## config.mk

```make
export PLATFORM = sky130hd
export DESIGN_NAME = seg_scan_mux
export DESIGN_NICKNAME = d
export VERILOG_FILES = /design/src/rtl/seg_scan_mux.sv
export SDC_FILE = /design/constraint.sdc
export NUM_CORES = 1
export LEC_CHECK = 0
export ABC_AREA = 1
export BUFFER_PORTS_ARGS = -buffer_cell sky130_fd_sc_hd__buf_2
export CORE_MARGIN = 1
export CORE_UTILIZATION = 45
export CTS_CLUSTER_DIAMETER = 60
export DETAILED_ROUTE_END_ITERATION = 16
export GPL_TIMING_DRIVEN = 1
export PLACE_DENSITY_LB_ADDON = 0.12
export RECOVER_POWER = 100
export SLEW_MARGIN = 20
export SYNTH_ARGS = -nofsm -noshare
export SYNTH_HDL_FRONTEND = slang
export SYNTH_SLANG_ARGS = --single-unit
```

## constraint.sdc

```tcl
create_clock -name clk -period 1.9 [get_ports clk]
set_input_delay 0.19 -clock clk [delete_from_list [all_inputs] [get_ports clk]]
set_output_delay 0.19 -clock clk [all_outputs]
set_load 0.02 [all_outputs]
```

## src/rtl/seg_scan_mux.sv

```systemverilog
// seg_scan_mux: double-buffered scanner for a common-anode multi-digit 7-segment display.
// Build macro LEADING_ZERO_BLANK_EN keeps the anodes of leading-zero digits off.
module seg_scan_mux #(
    parameter int NUM_DIGITS   = 4,
    parameter int REFRESH_DIV  = 50000,
    parameter int BLANK_CYCLES = 16
) (
    input  logic                          clk,
    input  logic                          rst_n,
    input  logic [4*NUM_DIGITS-1:0]       value_in,
    input  logic                          load,
    input  logic                          enable,
    output logic [3:0]                    hex_out,
    output logic [NUM_DIGITS-1:0]         an,
    output logic [$clog2(NUM_DIGITS)-1:0] digit_idx,
    output logic                          frame_done
);

    localparam int DW = $clog2(NUM_DIGITS);
    localparam int CW = $clog2(REFRESH_DIV);
    localparam int VW = 4 * NUM_DIGITS;
    localparam logic [CW-1:0] CNT_LAST       = CW'(REFRESH_DIV - 1);
    localparam logic [CW-1:0] CNT_BLANK_LAST = CW'(BLANK_CYCLES - 1);
    localparam logic [DW-1:0] DIG_LAST       = DW'(NUM_DIGITS - 1);

    typedef enum logic [0:0] {
        ST_BLANK = 1'b0,
        ST_DRIVE = 1'b1
    } state_t;

    state_t              state_r, state_s;
    logic [CW-1:0]       slot_cnt_r, slot_cnt_s;
    logic [DW-1:0]       digit_r, digit_s;
    logic                boundary_s;
    logic [VW-1:0]       pending_r, pending_s;
    logic                pend_valid_r, pend_valid_s;
    logic [VW-1:0]       shadow_r, shadow_s;
    logic                enable_q_r;
    logic [3:0]          hex_r, hex_s;
    logic [NUM_DIGITS-1:0] an_r, an_s;
    logic                frame_done_r, frame_done_s;
    logic [NUM_DIGITS-1:0] vis_s;

`ifdef LEADING_ZERO_BLANK_EN
    // Digit k is visible when any nibble from k upward is non-zero; digit 0 always is.
    function automatic logic [NUM_DIGITS-1:0] visible_mask(input logic [VW-1:0] v);
        logic any_nz;
        any_nz = 1'b0;
        for (int k = NUM_DIGITS - 1; k >= 0; k--) begin
            any_nz          = any_nz | (v[4*k +: 4] != 4'h0);
            visible_mask[k] = any_nz;
        end
        visible_mask[0] = 1'b1;
    endfunction
`endif

    // Slot counter, digit index and BLANK/DRIVE next-state.
    always_comb begin
        state_s    = state_r;
        slot_cnt_s = slot_cnt_r;
        digit_s    = digit_r;
        boundary_s = 1'b0;
        if (!enable) begin
            state_s    = ST_BLANK;
            slot_cnt_s = {CW{1'b0}};
            digit_s    = {DW{1'b0}};
        end else begin
            if (slot_cnt_r == CNT_LAST) begin
                slot_cnt_s = {CW{1'b0}};
            end else begin
                slot_cnt_s = slot_cnt_r + CW'(1);
            end
            case (state_r)
                ST_BLANK: begin
                    if (slot_cnt_r == CNT_BLANK_LAST) begin
                        state_s = ST_DRIVE;
                    end else begin
                        state_s = ST_BLANK;
                    end
                end
                ST_DRIVE: begin
                    if (slot_cnt_r == CNT_LAST) begin
                        state_s = ST_BLANK;
                        if (digit_r == DIG_LAST) begin
                            digit_s    = {DW{1'b0}};
                            boundary_s = 1'b1;
                        end else begin
                            digit_s = digit_r + DW'(1);
                        end
                    end else begin
                        state_s = ST_DRIVE;
                    end
                end
                default: state_s = ST_BLANK;
            endcase
        end
    end

    // Pending/shadow double buffer: shadow only moves at a frame wrap or on scan restart.
    always_comb begin
        pending_s    = load ? value_in : pending_r;
        pend_valid_s = load ? 1'b1 : pend_valid_r;
        shadow_s     = shadow_r;
        if (boundary_s) begin
            if (load) begin
                shadow_s = value_in;
            end else if (pend_valid_r) begin
                shadow_s = pending_r;
            end else begin
                shadow_s = shadow_r;
            end
            pend_valid_s = 1'b0;
        end else if (enable && !enable_q_r && pend_valid_r) begin
            shadow_s     = pending_r;
            pend_valid_s = load;
        end else begin
            shadow_s = shadow_r;
        end
    end

    // Output values for the coming cycle, so the registered outputs line up with the counters.
    always_comb begin
`ifdef LEADING_ZERO_BLANK_EN
        vis_s = visible_mask(shadow_s);
`else
        vis_s = {NUM_DIGITS{1'b1}};
`endif
        hex_s = 4'h0;
        an_s  = {NUM_DIGITS{1'b1}};
        for (int k = 0; k < NUM_DIGITS; k++) begin
            hex_s   = hex_s | ({4{digit_s == DW'(k)}} & shadow_s[4*k +: 4]);
            an_s[k] = ~((state_s == ST_DRIVE) && (digit_s == DW'(k)) && vis_s[k]);
        end
        frame_done_s = enable && (digit_s == DIG_LAST) && (slot_cnt_s == CNT_LAST);
    end

    // State, buffers and registered outputs.
    always_ff @(posedge clk) begin
        if (!rst_n) begin
            state_r      <= ST_BLANK;
            slot_cnt_r   <= {CW{1'b0}};
            digit_r      <= {DW{1'b0}};
            pending_r    <= {VW{1'b0}};
            pend_valid_r <= 1'b0;
            shadow_r     <= {VW{1'b0}};
            enable_q_r   <= 1'b0;
            hex_r        <= 4'h0;
            an_r         <= {NUM_DIGITS{1'b1}};
            frame_done_r <= 1'b0;
        end else begin
            state_r      <= state_s;
            slot_cnt_r   <= slot_cnt_s;
            digit_r      <= digit_s;
            pending_r    <= pending_s;
            pend_valid_r <= pend_valid_s;
            shadow_r     <= shadow_s;
            enable_q_r   <= enable;
            hex_r        <= hex_s;
            an_r         <= an_s;
            frame_done_r <= frame_done_s;
        end
    end

    assign hex_out    = hex_r;
    assign an         = an_r;
    assign digit_idx  = digit_r;
    assign frame_done = frame_done_r;

endmodule
```

==> flow_summary_export.csv <==
group,metric,value,unit
run_status,outcome,"complete, no violations",
pwr,clock_power_share,46.8,%
cts,hold_buffers,0,
route,wire_per_inst,12.6,µm
route,drtPass1Iterations,4,
route,wl_met2,4040,µm
cts,insertion_delay,0.35,ns
logic_synthesis,synth_nets,549,
die,rows,31,
worst_setup_path,regToRegEndpoint,"hex_out[0]",
route,vias,3242,
worst_setup_path,cp_cell_sequence,"nor2_2 > nand2_1 > nor2_4 > buf_4 > nand4_1 > nand3_4 > nor2_4 > nand2_1 > nand2_1 > nor2_1 > nor2_1",
worst_setup_path,cp-start-kind,"register",
logic_synthesis,synth-simple-area-share,40.3,%
cells_and_area,drive_gt1_share,17.5,%
logic_synthesis,synth_compound_area_share,9.37,%
global_route,track_usage,23.7,%
cells_and_area,finalNonFillerCells,676,
global_route,antenna_found_initial,0,
route,drcViolationCount,0,
worst_setup_path,crit_start,"slot_cnt_r[13]",
sta,min_period,1.75,ns
sta,post-route-period-util,92.3,%
global_route,first_global_vias,3043,
pwr,leakage,1.99,nW
worst_setup_path,ff2ff_path_depth,11,
cts,cts_max_path_buffers,2,
worst_hold_path,hp-start,"rst_n",
job,maxCapViolations,0,
worst_setup_path,endpoint_kind,"register",
route,postRouteAntennaNets,0,
die,fp.dieH,88.1,µm
sta,slew_violations,0,
logic_synthesis,synth_fa_ha_area_share,0.749,%
global_route,grt_overflow_total,0,
placement,dp_cells,657,
cells_and_area,finish.utilization,55.9,%
worst_hold_path,min_to,"pend_valid_r",
placement,dp_hpwl,5810,µm
placement,place.gp.congestion,0.847,
worst_setup_path,reg2reg_from,"slot_cnt_r[13]",
global_route,grt_max_degree,48,
cts,cts_max_level,3,
worst_setup_path,critPathMaxStageDelay,0.33,ns
sta,fin_skew,0.00627,ns
worst_setup_path,critPathMaxFanout,13,
die,coreArea,0.00721,mm²
route,drt-initial-drc-count,172,
placement,port_buffers,30,
worst_setup_path,cp.arrival,1.97,ns
route,vias_per_cell,4.80,
die,dieArea,0.00777,mm²
pwr,p_seq_share,45.9,%
logic_synthesis,synth.yosys.warnings,0,
cts,cts_root_buf,"clkbuf_8",
sta,hold_viol_final,0,
global_route,grt_pass1_wl,13900,µm
logic_synthesis,yosysSeqAreaShare,37.2,%
pwr,total_power,2.94,mW
pwr,switching_share,23.3,%
sta,tightest_slew,0.734,ns
pwr,ir_worst_vdd,0.469,mV
placement,postPlaceCellArea,0.00369,mm²
logic_synthesis,yosys.area_share.xor_xnor,1.05,%
pwr,combPwrFrac,7.3,%
worst_setup_path,cp_num_buf_inv,1,
logic_synthesis,synth_top_area_cell,"dfxtp_1",
route,routed-wl-met3,351,µm
sta,slew_headroom,51.0,%
sta,finalSetupViolations,0,
logic_synthesis,synth_mux_area_share,0,%
cells_and_area,stdcell_area,0.00403,mm²
worst_setup_path,rrSetupSlack,0.15,ns
worst_setup_path,slowest_stage,"dfxtp_1",
worst_setup_path,crit_family,"simple AND/OR/NAND/NOR gates",
pwr,internal_power,2.25,mW
logic_synthesis,mappedNetlistArea,0.00334,mm²
route,top_layer_used,"met4",
logic_synthesis,synth_top_area_share,37.2,%
route,drt-met1-wl,3960,µm
cts,cts_tree,"built",
cts,numClockSinks,62,
worst_hold_path,hold_class,"input port to register",
cts,clkTransAtPathRegs,0.07,ns
cells_and_area,nNetsFinal,594,
logic_synthesis,synth_top_family_by_area,"simple AND/OR/NAND/NOR gates",
cells_and_area,diodes,0,
die,fp.dieW,88.1,µm
pwr,switching_power,686,µW
die,io_pins,31,
worst_hold_path,min_path_cells,3,
die,start_util,46.3,%
worst_setup_path,worstSetupPathType,"register to register",
logic_synthesis,ys_ff_latch,62,
cells_and_area,area_growth,20.8,%
logic_synthesis,syn_inst,527,
pwr,p_per_area,729,mW/mm²
logic_synthesis,synth.distinct_cells,31,
logic_synthesis,syn_area_per_cell,6.34,µm²
cts,cts-buffers-inserted,9,
sta,tns,0,ns
sta,max_clock_freq,570,MHz
route,routed_wl,8520,µm
worst_setup_path,crit_top_cell,"nand2_1",
logic_synthesis,yosys-top-cells-area,"dfxtp_1, nand2_1, nor2_1, inv_1, nand3_1",
worst_setup_path,required,2.12,ns
[state kept, by name, indices dropped and copies added (netlist names)]
register      count
shadow_r         16
state_r           1
pend_valid_r      1
an                4
digit_idx         2
pending_r        16
slot_cnt_r       16
hex_out           4
enable_q_r        1
frame_done        1
[cells in the final DEF (no fill, tap or decap), drive strengths merged]
cell type,n
a21boi,4
a21oi,20
and3,1
buf,40
bufinv,2
clkbuf,28
clkinv,3
dfxtp,62
ha,2
inv,70
nand2,181
nand3,32
nand4,16
nor2,75
nor3,5
nor4,1
o211a,1
o21a,4
o21ai,24
o21bai,1
or2,1
xor2,4
[cell usage after synthesis]
master    instances
nor4_1            1
nand2_1         178
xor2_1            4
buf_2             6
inv_1            65
and3_1            1
clkbuf_1          9
clkinv_1          2
o21ai_1           1
nand2_2           3
ha_1              2
nor2_4            4
nand3_4           1
nor3_1            5
nand3_1          28
nand3_2           3
o211a_1           1
inv_2             5
o21ai_2           4
nand4_2           1
a21oi_1          20
nor2_1           67
o21ai_0          19
nor2_2            4
buf_4             6
nand4_1          15
o21bai_1          1
o21a_1            4
a21boi_0          4
or2_2             1
dfxtp_1          62
[power by group through the flow]
stage | clock [mW] | combinational [mW] | sequential (mW)
after floorplan | 0 | 0.144 | 1.37
after global placement | 0 | 0.214 | 1.38
after detailed placement | 0 | 0.215 | 1.38
after CTS | 1.40 | 0.216 | 1.35
after global routing | 1.46 | 0.246 | 1.35
final | 1.37 | 0.215 | 1.35
[cell families (layout without fill, tap and decap cells)]
family          Yosys count  after routing
compound gates           54             54
xor+xnor                  4              4
fa+ha+maj                 2              2
buf+inv                  93            143
flops                    62             62
simple gates            312            312
[worst register-to-register path: cells and delay by family (launching register included)]
| family | cells | cell delay (ns) |
|---|---|---|
| buffers and inverters | 1 | 0.15 |
| flip-flops | 1 | 0.33 |
| AND/OR/NAND/NOR | 10 | 1.15 |
[final cells by class]
class / count / area [µm²]
repair buffers: 55 / 379
fillers: 755 / 3180
inverters: 72 / 273
multi-input cells: 372 / 1770
clock inverters: 3 / 65.1
well taps: 99 / 124
flip-flops and latches: 62 / 1250
clock buffers: 13 / 169
[how the worst max path moves through the flow]
stage                      end  slack (ns)  cells after the start
detailed placement  frame_done        0.08                     12
global placement    frame_done        0.07                     12
CTS                 frame_done        0.04                     12
global route        hex_out[2]       -0.04                     13
finish              hex_out[0]        0.15                     11
floorplan           hex_out[0]        0.22                     11
[per-layer routing]
layer,track usage [%],vias up
met5,0,-
met4,8.36,0
met1,28.6,1438
met2,40.1,69
met3,7.07,15
li1,-,1720
[metrics by stage]
step,hold slack [ns],setup slack [ns]
after global routing,0.107,-0.0407
after CTS,0.0894,0.0445
final,0.101,0.146
after global placement,0.461,0.0666
after detailed placement,0.461,0.0754
after floorplan,0.316,0.217
[repair_timing]
action                     in CTS  in global routing
setup buffers                   0                  1
resized for setup               0                 24
setup endpoints to repair       0                  6
Note: power is estimated with default switching activity, not from simulation.
